===== config.mk =====
export PLATFORM = sky130hd
export DESIGN_NAME = logic_bist_ctrl_flat
export DESIGN_NICKNAME = d
export VERILOG_FILES = /design/src/rtl/logic_bist_ctrl_if.sv /design/src/rtl/logic_bist_ctrl.sv /design/src/flat_wrapper.sv
export SDC_FILE = /design/constraint.sdc
export NUM_CORES = 1
export LEC_CHECK = 0
export BUFFER_PORTS_ARGS = -buffer_cell sky130_fd_sc_hd__buf_2
export CORE_AREA = 5 5 63 54
export DETAILED_ROUTE_END_ITERATION = 10
export DIE_AREA = 0 0 68 59
export MAX_ROUTING_LAYER = met4
export PLACE_DENSITY = 0.73
export SYNTH_ARGS = -nofsm -noshare
export SYNTH_HDL_FRONTEND = slang
export SYNTH_SLANG_ARGS = --single-unit

===== constraint.sdc =====
create_clock -name clk -period 2.5 [get_ports clk]
set_input_delay 0.625 -clock clk [delete_from_list [all_inputs] [get_ports clk]]
set_output_delay 0.625 -clock clk [all_outputs]
set_load 0.005 [all_outputs]

===== src/rtl/logic_bist_ctrl_if.sv =====
// Control/status and DUT-facing signal bundle for the logic BIST controller.
// The master side is the test host plus the logic block; the slave side is the controller.
interface logic_bist_ctrl_if;
    logic       start;
    logic       abort;
    logic       p_in;
    logic       q_in;
    logic       a_out;
    logic       b_out;
    logic       c_out;
    logic       busy;
    logic       done;
    logic       pass;
    logic [3:0] err_count;
    logic [2:0] first_fail_vec;
    logic       first_fail_valid;

    modport master (
        output start, abort, p_in, q_in,
        input  a_out, b_out, c_out, busy, done, pass,
               err_count, first_fail_vec, first_fail_valid
    );

    modport slave (
        input  start, abort, p_in, q_in,
        output a_out, b_out, c_out, busy, done, pass,
               err_count, first_fail_vec, first_fail_valid
    );
endinterface


===== src/rtl/logic_bist_ctrl.sv =====
// Exhaustive BIST for the 3-in/2-out logic block: walks all 8 {A,B,C} vectors,
// compares P/Q against an internal golden model and reports pass/fail details.
module logic_bist_ctrl #(
    parameter int unsigned SETTLE_CYCLES = 2
) (
    input logic                clk,
    input logic                n_reset,
    logic_bist_ctrl_if.slave   bus
);

    typedef enum logic [1:0] {
        IDLE   = 2'd0,
        SETTLE = 2'd1,
        SAMPLE = 2'd2,
        DONE   = 2'd3
    } state_t;

    localparam logic [3:0] SETTLE_INIT = 4'(SETTLE_CYCLES - 1);

    state_t     state_q, state_d;
    logic [2:0] vec_q, vec_d;
    logic [3:0] cnt_q, cnt_d;
    logic [3:0] err_q, err_d;
    logic [2:0] ffv_q, ffv_d;
    logic       ffvalid_q, ffvalid_d;
    logic       pass_q, pass_d;
    logic       busy_q, busy_d;
    logic       done_q, done_d;
    logic [2:0] drv_q, drv_d;

    logic       exp_p, exp_q, mismatch;
    logic [3:0] err_new;

    assign exp_p    = ~vec_q[1] & (vec_q[2] | vec_q[0]);
    assign exp_q    = ~vec_q[2] & (~vec_q[1] | ~vec_q[0]);
    assign mismatch = (bus.p_in != exp_p) || (bus.q_in != exp_q);
    assign err_new  = err_q + {3'b000, mismatch};

    always_ff @(posedge clk or negedge n_reset) begin
        if (!n_reset) begin
            state_q   <= IDLE;
            vec_q     <= '0;
            cnt_q     <= '0;
            err_q     <= '0;
            ffv_q     <= '0;
            ffvalid_q <= 1'b0;
            pass_q    <= 1'b0;
            busy_q    <= 1'b0;
            done_q    <= 1'b0;
            drv_q     <= '0;
        end else begin
            // NOTE: non-blocking so every register sees pre-edge values of the others.
            state_q   <= state_d;
            vec_q     <= vec_d;
            cnt_q     <= cnt_d;
            err_q     <= err_d;
            ffv_q     <= ffv_d;
            ffvalid_q <= ffvalid_d;
            pass_q    <= pass_d;
            busy_q    <= busy_d;
            done_q    <= done_d;
            drv_q     <= drv_d;
        end
    end

    always_comb begin
        // NOTE: every output of this block gets a default first so no latch is inferred.
        state_d   = state_q;
        vec_d     = vec_q;
        cnt_d     = cnt_q;
        err_d     = err_q;
        ffv_d     = ffv_q;
        ffvalid_d = ffvalid_q;
        pass_d    = pass_q;
        busy_d    = 1'b0;
        done_d    = done_q;
        drv_d     = '0;

        unique case (state_q)
            IDLE, DONE: begin
                // Abort alongside start suppresses the run; abort alone is a no-op here.
                if (bus.start && !bus.abort) begin
                    state_d   = SETTLE;
                    vec_d     = '0;
                    cnt_d     = SETTLE_INIT;
                    err_d     = '0;
                    ffv_d     = '0;
                    ffvalid_d = 1'b0;
                    pass_d    = 1'b0;
                    done_d    = 1'b0;
                    busy_d    = 1'b1;
                end
            end

            SETTLE: begin
                if (bus.abort) begin
                    state_d   = IDLE;
                    vec_d     = '0;
                    err_d     = '0;
                    ffv_d     = '0;
                    ffvalid_d = 1'b0;
                    pass_d    = 1'b0;
                    done_d    = 1'b0;
                end else begin
                    busy_d = 1'b1;
                    drv_d  = vec_q;
                    if (cnt_q == 4'd0) state_d = SAMPLE;
                    else               cnt_d   = cnt_q - 4'd1;
                end
            end

            SAMPLE: begin
                if (bus.abort) begin
                    state_d   = IDLE;
                    vec_d     = '0;
                    err_d     = '0;
                    ffv_d     = '0;
                    ffvalid_d = 1'b0;
                    pass_d    = 1'b0;
                    done_d    = 1'b0;
                end else begin
                    err_d = err_new;
                    if (mismatch && !ffvalid_q) begin
                        ffv_d     = vec_q;
                        ffvalid_d = 1'b1;
                    end
                    if (vec_q == 3'd7) begin
                        state_d = DONE;
                        done_d  = 1'b1;
                        pass_d  = (err_new == 4'd0);
                    end else begin
                        state_d = SETTLE;
                        vec_d   = vec_q + 3'd1;
                        cnt_d   = SETTLE_INIT;
                        busy_d  = 1'b1;
                        drv_d   = vec_q + 3'd1;
                    end
                end
            end

            default: state_d = IDLE;
        endcase
    end

    assign bus.a_out            = drv_q[2];
    assign bus.b_out            = drv_q[1];
    assign bus.c_out            = drv_q[0];
    assign bus.busy             = busy_q;
    assign bus.done             = done_q;
    assign bus.pass             = pass_q;
    assign bus.err_count        = err_q;
    assign bus.first_fail_vec   = ffv_q;
    assign bus.first_fail_valid = ffvalid_q;

endmodule


===== src/flat_wrapper.sv =====
// flat-port wrapper written by rule: the top's interface ports become plain ports
module logic_bist_ctrl_flat 
#(
    parameter int unsigned SETTLE_CYCLES = 2
)
  (clk, n_reset, bus_start, bus_abort, bus_p_in, bus_q_in, bus_a_out, bus_b_out, bus_c_out, bus_busy, bus_done, bus_pass, bus_err_count, bus_first_fail_vec, bus_first_fail_valid);
  logic_bist_ctrl_if bus_i ();
  input logic clk;
  input logic n_reset;
  input wire logic [$bits(bus_i.start)-1:0] bus_start;
  input wire logic [$bits(bus_i.abort)-1:0] bus_abort;
  input wire logic [$bits(bus_i.p_in)-1:0] bus_p_in;
  input wire logic [$bits(bus_i.q_in)-1:0] bus_q_in;
  output wire logic [$bits(bus_i.a_out)-1:0] bus_a_out;
  output wire logic [$bits(bus_i.b_out)-1:0] bus_b_out;
  output wire logic [$bits(bus_i.c_out)-1:0] bus_c_out;
  output wire logic [$bits(bus_i.busy)-1:0] bus_busy;
  output wire logic [$bits(bus_i.done)-1:0] bus_done;
  output wire logic [$bits(bus_i.pass)-1:0] bus_pass;
  output wire logic [$bits(bus_i.err_count)-1:0] bus_err_count;
  output wire logic [$bits(bus_i.first_fail_vec)-1:0] bus_first_fail_vec;
  output wire logic [$bits(bus_i.first_fail_valid)-1:0] bus_first_fail_valid;
  assign bus_i.start = bus_start;
  assign bus_i.abort = bus_abort;
  assign bus_i.p_in = bus_p_in;
  assign bus_i.q_in = bus_q_in;
  assign bus_a_out = bus_i.a_out;
  assign bus_b_out = bus_i.b_out;
  assign bus_c_out = bus_i.c_out;
  assign bus_busy = bus_i.busy;
  assign bus_done = bus_i.done;
  assign bus_pass = bus_i.pass;
  assign bus_err_count = bus_i.err_count;
  assign bus_first_fail_vec = bus_i.first_fail_vec;
  assign bus_first_fail_valid = bus_i.first_fail_valid;
  logic_bist_ctrl #(.SETTLE_CYCLES(SETTLE_CYCLES)) u_core (.clk(clk), .n_reset(n_reset), .bus(bus_i));
endmodule

# Word level (Yosys, flattened, before mapping)
# Cells that the tools add are included.
# classes
n_addsub	3
n_mul	0
n_div	0
order_cmp	0
n_eq_ne	16
shift	0
mux	44
bitwise_logic	7
reduce_logical	15
# ops
cell	count
2-to-1 mux 4 bit	8
2-to-1 mux 3 bit	9
case mux 4 bit (3 select lines)	2
case mux 3 bit (3 select lines)	2
2-to-1 mux 1 bit	12
case mux 1 bit (3 select lines)	4
2-to-1 mux 2 bit	5
!= test 2 bit (second input constant)	5
!= test 3 x 2 -> 1 bit (second input constant)	3
logical NOT 4 bit	2
case mux 2 bit (3 select lines)	1
case mux 3 bit (2 select lines)	1
AND reduction 2 bit	3
AND reduction 3 bit	2
AND reduction 5 bit	1
adder 4 x 1 -> 4 bit	1
equality test 2 bit (second input constant)	2
subtractor 4 x 1 -> 4 bit (second input constant)	1
adder 3 x 1 -> 3 bit (second input constant)	1
equality test 3 bit (second input constant)	1
!= test 3 bit (second input constant)	1
inverter 1 bit	3
bitwise AND 1 bit	2
equality test 2 x 1 -> 1 bit (second input constant)	1
8 further kinds	12
# totals
register_bits	23
latch_bits	0
ramBits	0
romBits	0
out_inout_bits	14
wordCells	95
n_memories	0

# Logic depth before layout (Yosys ltp)
# logic_depth
ltp_word	10
depth_mapped	10

# Least setup slack after synthesis
# OpenSTA, ideal clock, no wires.
# synth_path
path_type	reg-to-reg
from	register u_core.vec_q[1]
to	register u_core.pass_q, in the netlist u_core.bus.pass
t_arrival_ps	2394
path_slack_ps	11
stages_incl_launch_ff	10
n_path_buf	0
synth_period_minus_slack_ps	2489
cell_sequence	dfrtp_1 -> ha_1 -> inv_1 -> ha_1 -> xor2_1 -> or2_2 -> ha_1 -> ha_1 -> or4_1 -> o31ai_1
# synth_between
elab_chain_cells	10
# synth_lines
element	line_no	text
start, declared	logic_bist_ctrl.sv:21	logic [2:0] vec_q, vec_d;
start signal, assigned	logic_bist_ctrl.sv:54	vec_q <= vec_d;
inverter 1 bit	logic_bist_ctrl.sv:34, logic_bist_ctrl.sv:35	
bitwise OR 1 bit	logic_bist_ctrl.sv:35	assign exp_q = ~vec_q[2] & (~vec_q[1] | ~vec_q[0]);
bitwise AND 1 bit	logic_bist_ctrl.sv:35	
!= test 1 bit	logic_bist_ctrl.sv:36	assign mismatch = (bus.p_in != exp_p) || (bus.q_in != exp_q);
logical OR 1 bit	logic_bist_ctrl.sv:36	
adder 4 x 1 -> 4 bit	logic_bist_ctrl.sv:37	assign err_new = err_q + {3'b000, mismatch};
logical NOT 4 bit	logic_bist_ctrl.sv:130	pass_d = (err_new == 4'd0);
2-to-1 mux 1 bit	logic_bist_ctrl.sv:127	if (vec_q == 3'd7) begin
2-to-1 mux 1 bit	logic_bist_ctrl.sv:113	if (bus.abort) begin
case mux 1 bit (3 select lines)	logic_bist_ctrl.sv:79	unique case (state_q)
end signal, assigned	logic_bist_ctrl.sv:59	pass_q <= pass_d;
end, declared	logic_bist_ctrl.sv:26	logic pass_q, pass_d;
# Parallel ways exist; a longest one is shown, timed or not. The select of a mux whose other input is x is not followed.
# A chain may end at the register's enable or synchronous reset.

# Worst setup path after layout
# Same ends and word-level chain as after synthesis.

==> flow_summary.yaml <==
yosys:
  avgSynthCellArea_um2: 9.54
  async_reset_ff_share_pct: 100
  syn_area_mm2: 0.00130
  synth_warnings: 0
  synth_fp_nets: 151
  ys.flop_type: "dfrtp_1"
  ys_ff_latch: 23
  synth_cells: 136
  synth_edf_count: 0
  ys_types: 41
  seq_area_frac_synth_pct: 44.4
sta:
  max_freq_mhz: 421
  min_period_over_period_pct: 95.1
  finalSetupViolCount: 0
  tightest_slew_ns: 0.531
  finClkSkew_ns: 0.00846
  report.final.slew_viol_count: 0
  maxSlewHeadroom_pct: 64.4
  hold_viol_final: 0
  period_needed_ns: 2.38
  hold_slack_ns: 0.249
  grt_setup_unrepaired: "no"
placement:
  place_inst: 194
  gp_congestion: 0.825
  portBuffers: 19
  hpwl_mm: 2.15
power_and_ir_drop:
  p_int_mw: 0.710
  power_density_mw_per_mm2: 794
  swShare_pct: 41.7
  comb_power_share_pct: 47.7
  ir_drop_mv: 0.427
  p_leak_nw: 0.742
  pwr-share-seq_pct: 38.1
  switchingPower_mw: 0.507
  pwr-share-clk_pct: 14.2
worst_setup_path:
  worstSetupEndpointType: "register"
  crit_type: "register to register"
  crit_path_max_incr_delay_ns: 0.42
  cp.arrival_ns: 2.62
  start_kind: "register"
  cp_cell_sequence: "ha_2 > inv_1 > ha_1 > xor2_1 > or2_4 > ha_4 > ha_4 > xor2_1 > or4_4 > o31ai_2"
  crit_fanout: 3
  r2r-end: "u_core.bus.pass"
  ff2ff_setup_slack_ns: 0.12
  reg2reg_from: "u_core.vec_q[1]"
  cp.required_ns: 2.74
  reg2regPathDepth: 10
  crit_slowest_cell: "or4_4"
floorplanning:
  die_y_um: 59
  die_area_mm2: 0.00401
  core_mm2: 0.00266
  die_x_um: 68
  io_pins: 20
  initial_utilization_pct: 48.8
  num_rows: 17
grt:
  grt_pass1_wl_mm: 4.86
  grt_start_max_net_pins: 24
  antenna_found_initial: 0
  grt-ovfl-total: 0
  grt_pass1_vias: 1051
  track_usage_pct: 16.6
finish:
  drive_gt1_share_pct: 23.6
  areaGrowthSynthToFinish_pct: 18.1
  num_antenna_cells: 0
  nets: 177
  seq_area_um2: 576
  multi_input_area_um2: 693
  final_cells: 199
  fillerInstances: 237
worst_hold_path:
  hold_class: "input pin to async pin"
routing:
  detail-route-antenna-nets: 0
  routedWlPerCell_um: 14.7
  dr_total_vias: 1120
  drc_errors: 0
  drt_iter0_markers: 108
  post_drt_via_cell_ratio: 5.63
  drt_first_pass_iters: 5
  routed_wl_mm: 2.93
clocking:
  cts-buffers-inserted: 3
  clock_sinks: 23
  clk_path_buf_depth: 2
  cts_tree: "done"
  clk_pin_slew_ns: 0.13
  htree_num_levels: 1
  clockRootBuffer: "clkbuf_4"
  insertion_delay_ns: 0.32
run_status:
  status: "complete, no violations"
flow_run:
  drv_cap: 0
[worst max-delay path by stage]
stage / start / to / cells past startpoint
after floorplan: u_core.vec_q[1] / u_core.bus.pass / 9
after detailed placement: u_core.vec_q[1] / u_core.bus.pass / 9
after global placement: u_core.vec_q[0] / u_core.bus.pass / 9
after CTS: u_core.vec_q[1] / u_core.bus.pass / 9
after global routing: u_core.vec_q[1] / u_core.bus.pass / 10
final: u_core.vec_q[1] / u_core.bus.pass / 10
[sequential cells by signal, summed over array words and instances (netlist names)]
| register | flops |
|---|---|
| u_core.bus.done | 1 |
| u_core.bus.err_count | 4 |
| u_core.bus.first_fail_valid | 1 |
| u_core.bus.busy | 1 |
| u_core.bus.pass | 1 |
| u_core.drv_q | 3 |
| u_core.cnt_q | 4 |
| u_core.vec_q | 3 |
| u_core.bus.first_fail_vec | 3 |
| u_core.state_q | 2 |
[kinds of logic after synthesis]
| family | after synthesis | synth area share (%) |
|---|---|---|
| AO/OA/AOI/OAI | 44 | 23.2 |
| flip-flops | 23 | 44.4 |
| AND/OR/NAND/NOR | 40 | 15.8 |
| adder cells (fa/ha/maj) | 9 | 8.68 |
| buffers and inverters | 16 | 5.21 |
| XOR/XNOR | 4 | 2.70 |
[layout make-up]
class	count	share of cell area [%]
Sequential cell	23	37.6
Inverter	11	2.69
Tap cell	38	3.10
Timing Repair Buffer	26	9.63
Clock buffer	3	1.47
Clock inverter	1	0.327
Multi-Input combinational cell	97	45.2
[power by group through the flow]
stage,Clock (mW),Combinational (mW),Sequential [mW]
4_1_cts,0.175,0.572,0.464
3_5_place_dp,0,0.563,0.469
6_report,0.173,0.581,0.464
3_3_place_gp,0,0.538,0.466
5_1_grt,0.195,0.658,0.473
2_1_floorplan,0,0.406,0.469
[metrics by stage]
step	setup WS, ns	cell area (um^2)	utilization, %	setup TNS, ns	total power [mW]
5_1_grt	0.0283	1530	57.6	0	1.33
6_report	0.124	1530	57.6	0	1.22
4_1_cts	0.0258	1510	56.8	0	1.21
2_1_floorplan	0.0108	1300	-	0	0.875
3_3_place_gp	0.0638	1460	54.9	0	1.00
3_5_place_dp	-0.0131	1460	54.9	-0.0131	1.03
[cells in the mapped netlist (all sizes together) (4+ instances only)]
| cell | n | area share (%) |
|---|---|---|
| nand2b | 4 | 1.9 |
| a22o | 4 | 2.7 |
| buf | 4 | 1.7 |
| nand2 | 11 | 3.4 |
| nand3 | 5 | 1.9 |
| a21oi | 6 | 2.3 |
| nor2 | 7 | 2.0 |
| o21ai | 11 | 4.2 |
| dfrtp | 23 | 44 |
| ha | 9 | 8.7 |
| inv | 11 | 3.2 |
[layer usage]
layer	wire [um]	up-vias	GRT usage (%)
met4	39	0	3.40
met1	1330	539	22.9
li1	-	539	-
met5	0	-	-
met3	215	4	4.55
met2	1350	38	24.6
[placed cells by master (no fill, tap or decap), types with 2 or more instances in the layout]
| cell type | netlist | final |
|---|---|---|
| o22ai_1 | 3 | 3 |
| dfrtp_1 | 23 | 23 |
| buf_2 | 3 | 19 |
| ha_4 | 0 | 2 |
| a21o_1 | 2 | 2 |
| a22oi_1 | 2 | 2 |
| nand3_1 | 5 | 5 |
| o2bb2ai_1 | 2 | 2 |
| inv_1 | 11 | 11 |
| o211ai_1 | 2 | 2 |
| a22o_1 | 4 | 4 |
| ha_1 | 9 | 6 |
| nand2_1 | 10 | 10 |
| a21oi_1 | 6 | 6 |
| o21ai_0 | 11 | 11 |
| a21boi_0 | 2 | 2 |
| clkbuf_4 | 0 | 3 |
| nor3_1 | 3 | 3 |
| nand2b_1 | 4 | 4 |
| nor2_1 | 7 | 7 |
| xnor2_1 | 2 | 2 |
| buf_4 | 1 | 7 |
| xor2_1 | 2 | 2 |
[critical path: cells and delay by family, from the launching register on]
kind / cells / cell delay [ns]
buffers and inverters: 1 / 0.04
DFF: 1 / 0.38
adders and majority gates: 4 / 0.69
xor gates and xnor gates: 2 / 0.34
and+or+nand+nor: 2 / 0.68
AOI/OAI and AO/OA: 1 / 0.17
[timing repair]
item / 4_1_cts / 5_1_grt
gates resized for setup: 4 / 3
pin swaps: 2 / 1
endpoints found under the hold margin: 0 / 0
endpoints found under the setup margin: 1 / 1
hold buffers: 0 / 0
setup buffers: 1 / 0
Power figures use the tool's default switching activity.
